## config.mk

```make
export PLATFORM = sky130hd
export DESIGN_NAME = mem_init_engine
export DESIGN_NICKNAME = d
export VERILOG_FILES = /design/src/rtl/mem_init_engine.sv
export SDC_FILE = /design/constraint.sdc
export NUM_CORES = 1
export LEC_CHECK = 0
export CAP_MARGIN = 20
export CORE_MARGIN = 3
export CORE_UTILIZATION = 45
export DETAILED_ROUTE_END_ITERATION = 16
export HOLD_SLACK_MARGIN = 0.02
export PLACE_DENSITY_LB_ADDON = 0.2
export SLEW_MARGIN = 10
export SYNTH_ARGS = -nofsm -noshare
export SYNTH_HDL_FRONTEND = slang
export SYNTH_SLANG_ARGS = --single-unit
```

## constraint.sdc

```tcl
create_clock -name clock_i -period 1.96 [get_ports clock_i]
set_clock_uncertainty 0.15 [all_clocks]
set_input_delay 0.196 -clock clock_i [delete_from_list [all_inputs] [get_ports clock_i]]
set_output_delay 0.196 -clock clock_i [all_outputs]
set_load 0.02 [all_outputs]
```

## src/rtl/mem_init_engine.sv

```systemverilog
// Memory-initialisation engine: sweeps a single-port RAM from address 0 to DEPTH-1,
// one registered write per clock, with a start/busy/done handshake and abort.
module mem_init_engine #(
  parameter int ADDR_W = 8,
  parameter int DATA_W = 8,
  parameter int DEPTH  = 256
) (
  input  logic              clock_i,
  input  logic              rst_ni,
  input  logic              start_i,
  input  logic              abort_i,
  input  logic [1:0]        mode_i,
  input  logic [DATA_W-1:0] fill_value_i,
  output logic [ADDR_W-1:0] address_o,
  output logic [DATA_W-1:0] data_o,
  output logic              wren_o,
  output logic              busy_o,
  output logic              done_o
);

  typedef enum logic [1:0] {
    S_IDLE = 2'd0,
    S_FILL = 2'd1,
    S_DONE = 2'd2
  } state_e;

  typedef enum logic [1:0] {
    M_IDENT = 2'd0,
    M_CONST = 2'd1,
    M_DESC  = 2'd2,
    M_XOR   = 2'd3
  } mode_e;

  // Terminal count; equals all ones when DEPTH fills the whole address space.
  localparam logic [ADDR_W-1:0] LAST_ADDR = ADDR_W'(DEPTH - 1);

  function automatic logic [DATA_W-1:0] pattern(input mode_e                m,
                                                input logic [ADDR_W-1:0]  a,
                                                input logic [DATA_W-1:0]  fv);
    int unsigned idx;
    idx = 32'(a);
    case (m)
      M_IDENT: pattern = DATA_W'(idx);
      M_CONST: pattern = fv;
      M_DESC:  pattern = DATA_W'(32'(DEPTH - 1) - idx);
      default: pattern = DATA_W'(idx) ^ fv;
    endcase
  endfunction

  state_e              state_q, state_d;
  logic [ADDR_W-1:0]   cnt_q,   cnt_d;
  mode_e               mode_q,  mode_d;
  logic [DATA_W-1:0]   fv_q,    fv_d;
  logic [DATA_W-1:0]   data_q,  data_d;

  // NOTE: state registers use non-blocking assignments so every flop samples
  // the pre-edge values of the others; blocking here would create ordering races.
  always_ff @(posedge clock_i or negedge rst_ni) begin
    if (!rst_ni) begin
      state_q <= S_IDLE;
      cnt_q   <= '0;
      mode_q  <= M_IDENT;
      fv_q    <= '0;
      data_q  <= '0;
    end else begin
      state_q <= state_d;
      cnt_q   <= cnt_d;
      mode_q  <= mode_d;
      fv_q    <= fv_d;
      data_q  <= data_d;
    end
  end

  // NOTE: every signal gets its hold value first so no path leaves one
  // unassigned, which would otherwise infer a latch.
  always_comb begin
    state_d = state_q;
    cnt_d   = cnt_q;
    mode_d  = mode_q;
    fv_d    = fv_q;
    case (state_q)
      S_FILL: begin
        if (abort_i) begin
          state_d = S_IDLE;
          cnt_d   = '0;
        end else if (cnt_q == LAST_ADDR) begin
          state_d = S_DONE;
          cnt_d   = '0;
        end else begin
          cnt_d = cnt_q + 1'b1;
        end
      end
      S_IDLE, S_DONE: begin
        // Abort has priority over a simultaneous start.
        if (abort_i) begin
          state_d = S_IDLE;
        end else if (start_i) begin
          state_d = S_FILL;
          cnt_d   = '0;
          mode_d  = mode_e'(mode_i);
          fv_d    = fill_value_i;
        end
      end
      default: begin
        state_d = S_IDLE;
        cnt_d   = '0;
      end
    endcase
    // Write data is produced one cycle ahead so it lines up with the registered address.
    data_d = (state_d == S_FILL) ? pattern(mode_d, cnt_d, fv_d) : '0;
  end

  assign address_o = cnt_q;
  assign data_o    = data_q;
  assign wren_o    = (state_q == S_FILL);
  assign busy_o    = (state_q == S_FILL);
  assign done_o    = (state_q == S_DONE);

endmodule

```

==> out/qor.yml, run 1 <==
cts_hold_buf: 0
placed_cell_area_sq_um: 2080
start_util_pct: 47.6
finalSetupViolations: 6
nets: 225
port_buffers: 32
die_area_sq_um: 3980
grt_pass1_wl_um: 7220
route.detailed.wl_per_inst_um: 18.4
avgViaCountPerCell: 5.79
final_area_sq_um: 2450
final_cell_mix: "buf_4, clkdlybuf4s50_1, dfrtp_1"
drive_above_1_share_pct: 45.5
cts_tree: "done"
final_antenna_net_count: 0
worstSetupEndpoint: "data_o[5]"
ios: 33
yosysTopAreaCellShare_pct: 47.8
cp-start-kind: "flip-flop"
grt-ovfl-total: 0
drt_wl_total_um: 4660
cts_root_buf: "clkbuf_4"
hold_viol: 0
postLayoutCoreUtil_pct: 79.6
startpoint: "state_q[0]"
yosys.area.top_type: "dfrtp_1"
rr_worst_depth: 7
rows: 20
cts.sinks: 28
syn_area_sq_um: 1470
synth_edf_count: 0
yosys_most_used_dff: "dfrtp_1"
clockBufferDepth: 2
required_ns: 2.04
tightestPinTransition_ns: 0.377
slew_violations: 0
r2r_end: "data_o[5]"
diodes: 0
drc: 0
fmax_ghz: 0.487
drv_cap: 0
syn_inst: 136
h-tree-depth: 1
syn_area_per_cell_sq_um: 10.8
p_leak_nw: 1.07
violations: "negative setup slack"
place.gp.congestion: 0.926
dieHeight_um: 63.1
fillers: 191
grt_usage_pct: 23.1
dp.final_hpwl_um: 2880
period_share_pct: 105
grt_pass1_vias: 1520
worstSetupPathType: "flip-flop to flip-flop"
synthArstFlopShare_pct: 100
max-slew-margin-rel_pct: 74.9
ys_types: 45
seq_area_sq_um: 704
cp_data_arrival_time_ns: 2.13
drt_iter0_drc: 99
synth_area_leaders: "dfrtp_1, mux2_2, mux2i_1"
dr.pass1.iters: 4
cts_inserted_buffers: 3
synth-warning-count: 0
vias: 1465
synth_nets: 151
clk_pin_slew_worst_paths_ns: 0.15
clk_latency_ns: 0.33
synth-seq-cells: 28
setup_ws_ns: -0.0914
final_common_cell: "buf_4"
core_sq_um: 3080
crit_path_end_kind: "flip-flop"
crit_fanout: 5
period_needed_ns: 2.05
r2r-start: "state_q[0]"
grt_max_degree: 29
ir_drop_mv: 0.582
rsz0062_at_grt: "true"
reg2reg_slack_ns: -0.09
antenna_found_initial: 0
multi_input_area_sq_um: 915
status: "finished, violations left"
yosysSeqAreaShare_pct: 47.8
hold_class: "input pin to asynchronous set/reset pin"
fp.dieW_um: 63.1
powerDensity_nw_per_um2: 766
area_growth_pct: 67.0
critical path, stage by stage, from the launching register on:
cell and delay, ns:
dfrtp_2 0.46, nor3b_4 0.19, buf_6 0.15, buf_6 0.12, mux2i_4 0.27, buf_6 0.18, a21oi_4 0.04, a2111oi_2 0.39
layer usage:
layer,share of wire (%),global-route usage (%)
met2,51,39.5
met1,41,28.9
met5,0,0
met3,5.0,3.57
met4,3.4,9.92
synthesized netlist by cell type, types with 2 or more instances:
cell type and number:
a2111oi_2 2, a211oi_1 4, a21o_1 2, a21oi_1 5
a32oi_1 2, and3_1 4, buf_2 2, buf_6 2
dfrtp_1 28, inv_1 6, mux2_2 6, mux2i_1 4
nand2_1 7, nand2b_1 3, nand3_1 7, nor2_1 10
nor2b_1 2, nor3_1 4, nor3b_1 2, o211a_1 2
o21ai_0 7, o22ai_1 2
timing repair:
| action | CTS | global route |
|---|---|---|
| buffers inserted | 11 | 3 |
| resized for setup | 44 | 23 |
| setup endpoints to repair | 11 | 9 |
| pin swaps | 9 | 6 |
kinds of logic (layout without fill, tap and decap cells):
kind of cell | count (synthesis) | after routing | share of synthesized area, %
compound gates | 36 | 36 | 18.9
fa+ha+maj | 1 | 1 | 0.853
mux | 12 | 12 | 9.81
buf+inv | 13 | 86 | 4.78
flops | 28 | 28 | 47.8
simple gates | 44 | 44 | 16.6
xor+xnor | 2 | 2 | 1.19
sequential cells by signal (all words and copies together), names as in the netlist:
register / cells
address_o: 8
data_o: 8
fv_q: 8
mode_q: 2
state_q: 2
worst min-delay path by stage:
stage | end | slack (ns)
floorplan | address_o[0] | -0.25
global placement | fv_q[2] | 0.33
detailed placement | fv_q[2] | 0.34
CTS | address_o[6] | 0.08
global route | address_o[6] | 0.11
finish | address_o[5] | 0.07
metrics by stage:
step	cells	setup WS, ns	hold WS, ns	setup TNS [ns]	total power [mW]
floorplan	136	-0.0849	-0.250	-0.382	1.04
global placement	237	-0.401	0.327	-3.40	1.29
detailed placement	237	-0.467	0.339	-4.12	1.31
CTS	252	-0.0784	0.0805	-0.359	1.80
global route	253	-0.182	0.114	-1.05	1.95
finish	253	-0.0914	0.0673	-0.253	1.88
where the power goes:
part	leakage, nW	switching [mW]	internal (mW)	total (mW)
sequential	0.357	0.0380	0.659	0.697
clock	0.0210	0.173	0.114	0.287
combinational	0.696	0.436	0.457	0.893
area by class of cell:
cell class                 count  share of cell area [%]
multi-input combinational     95                    37.4
sequential                    28                    28.8
timing repair buffer          74                    28.2
tap                           44                    2.25
inverter                       8                    1.94
clock buffer                   4                    1.48
(Power assumes the default switching activity.)
==> run 2, diff against run 1 <==
- clock period: 1.96 -> 2 ns (I/O delays scaled with it)
==> out/qor.yml, run 2 (synthesis gave the netlist of run 1 again) <==
status: "finished, violations left"
violations: "negative setup slack"
final_common_cell: "buf_4"
final_area_sq_um: 2380  # -2.7%
fmax_ghz: 0.483  # -0.97%
die_area_sq_um: 3980  # unchanged
crit_path_top_delay_cell: "dfrtp_1"
h-tree-depth: 1  # unchanged
period_needed_ns: 2.07  # +0.0202 ns
clockBufferDepth: 2  # unchanged
fp.dieW_um: 63.1  # unchanged
ios: 33  # unchanged
clk_latency_ns: 0.34  # about the same
postLayoutCoreUtil_pct: 77.4  # -2.2 points
start_util_pct: 47.6  # unchanged
dp.final_hpwl_um: 2930  # +1.7%
avgViaCountPerCell: 5.47  # -5.5%
max-slew-margin-rel_pct: 73.4  # -1.5 points
rows: 20  # unchanged
diodes: 0  # unchanged
required_ns: 2.09  # +0.05 ns
hold_class: "input pin to asynchronous set/reset pin"
startpoint: "state_q[0]"
crit_path_end_kind: "flip-flop"
cp-start-kind: "flip-flop"
r2r-start: "state_q[0]"
rr_worst_depth: 7  # unchanged
period_share_pct: 104  # -1.1 points
tightestPinTransition_ns: 0.399  # +0.0220 ns
final_antenna_net_count: 0  # unchanged
area_growth_pct: 62.5
crit_fanout: 11  # +6
highest_layer: "met4"
cts_root_buf: "clkbuf_4"
drv_cap: 0  # unchanged
hold_viol: 0  # unchanged
crit_path_cell_trace: "nor3b_4, buf_12, mux2i_4, clkinv_4, nor2_1, o211a_1, a2111oi_4"
powerDensity_nw_per_um2: 735  # -4.1%
cp_slowest_stage_delay_ns: 0.44  # -0.02 ns
place.gp.congestion: 0.944  # +1.9%
drive_above_1_share_pct: 45.9  # +0.44 points
vias: 1373  # -6.3%
antenna_found_initial: 0  # unchanged
drc: 0  # unchanged
cts_inserted_buffers: 3  # unchanged
p_leak_nw: 1.04  # -2.9%
dieHeight_um: 63.1  # unchanged
total_power_mw: 1.75  # -6.7%
core_sq_um: 3080  # unchanged
cts.sinks: 28  # unchanged
slew_violations: 0  # unchanged
grt_pass1_wl_um: 6620  # -8.3%
drt_iter0_drc: 38  # -62%
met2WireLength_um: 2140  # -9.9%
r2r_end: "data_o[7]"
final_cell_mix: "buf_4, clkdlybuf4s50_1, dfrtp_1"
fillers: 214  # +12%
cp_data_arrival_time_ns: 2.16  # +0.03 ns
grt_usage_pct: 21.2  # -1.9 points
worstSetupPathType: "flip-flop to flip-flop"
nets: 223  # -0.89%
grt_max_degree: 29  # unchanged
route.detailed.wl_per_inst_um: 17.2  # -6.8%
finalSetupViolations: 2  # -4
ir_drop_mv: 0.586  # +0.68%
port_buffers: 32  # unchanged
clk_pin_slew_worst_paths_ns: 0.15  # about the same
cts_tree: "done"
reg2reg_slack_ns: -0.07  # +0.02 ns
dr.pass1.iters: 4  # unchanged
drt_wl_total_um: 4310  # -7.6%
placed_cell_area_sq_um: 2070  # -0.42%
worstSetupEndpoint: "data_o[7]"
cts_hold_buf: 0  # unchanged
grt-ovfl-total: 0  # unchanged
grt_pass1_vias: 1406  # -7.5%
rsz0062_at_grt: "true"
setup_ws_ns: -0.0716  # +0.0198 ns
wl_met3_um: 182  # -22%
routedLengthMet1_um: 1830  # -3.2%
run 2: cell types whose count changed in the layout (fill, tap and decap cells not counted), moves of 2 or more:
cell             delta
a21oi_1             +2
buf_4               +7
buf_6               -7
buf_8               -2
clkdlybuf4s15_1     -2
mux2_2              +3
mux2_4              -3
nand2_2             +2
nor2_1              +2
nor2_4              -2
o21ai_2             +2
run 2: critical path, delay by kind of cell, from the launching register on:
family	cells	cell delay (ns)
buffers and inverters	2	0.35
flip-flops	1	0.44
AND/OR/NAND/NOR	2	0.40
multiplexers	1	0.33
AO/OA/AOI/OAI	2	0.28
run 2: worst min path at each step:
stage	cells past startpoint	slack, ns	endpoint	start
3_5_place_dp	1	0.34	fv_q[2]	fv_q[2]
4_1_cts	2	0.07	address_o[7]	rst_ni
6_report	2	0.06	address_o[7]	rst_ni
3_3_place_gp	1	0.33	fv_q[1]	fv_q[1]
5_1_grt	2	0.08	address_o[7]	rst_ni
2_1_floorplan	0	-0.25	address_o[0]	rst_ni
run 2: repair_timing:
| item | in CTS | in global routing |
|---|---|---|
| setup buffers | 5 | 6 |
| endpoints found under the setup margin | 10 | 10 |
| pin swaps | 5 | 6 |
| resized for setup | 23 | 28 |
run 2: power by group:
group / internal (mW) / leakage, nW / switching, mW
clock network: 0.112 / 0.0210 / 0.172
logic: 0.388 / 0.664 / 0.395
registers: 0.645 / 0.358 / 0.0376
run 2: per-layer routing:
layer | GRT usage, % | up-vias
met1 | 27.5 | 673
met5 | 0 | -
met4 | 10.5 | 0
met2 | 35.2 | 47
met3 | 2.32 | 15
li1 | - | 638
run 2: layout make-up:
type / count / area (sq um) / share of cell area (%)
Multi-Input combinational cell: 95 / 921 / 38.7
Sequential cell: 28 / 703 / 29.5
Timing Repair Buffer: 72 / 629 / 26.4
Tap cell: 44 / 55.1 / 2.31
Inverter: 8 / 37.5 / 1.58
Clock buffer: 4 / 36.3 / 1.52
run 2: through the flow:
| stage | TNS (ns) | setup WS (ns) | cells | hold slack (ns) |
|---|---|---|---|---|
| 5_1_grt | -0.532 | -0.149 | 251 | 0.0755 |
| 2_1_floorplan | -0.186 | -0.0474 | 136 | -0.246 |
| 4_1_cts | -0.00243 | -0.00243 | 245 | 0.0744 |
| 6_report | -0.0789 | -0.0716 | 251 | 0.0593 |
| 3_3_place_gp | -2.18 | -0.384 | 236 | 0.328 |
| 3_5_place_dp | -2.65 | -0.399 | 236 | 0.335 |
==> run 3, diff against run 2 <==
- CTS_CLUSTER_SIZE: not set -> 25
==> results of run 3 <==
Final layout, timing and power as in run 2 (identical DEF).
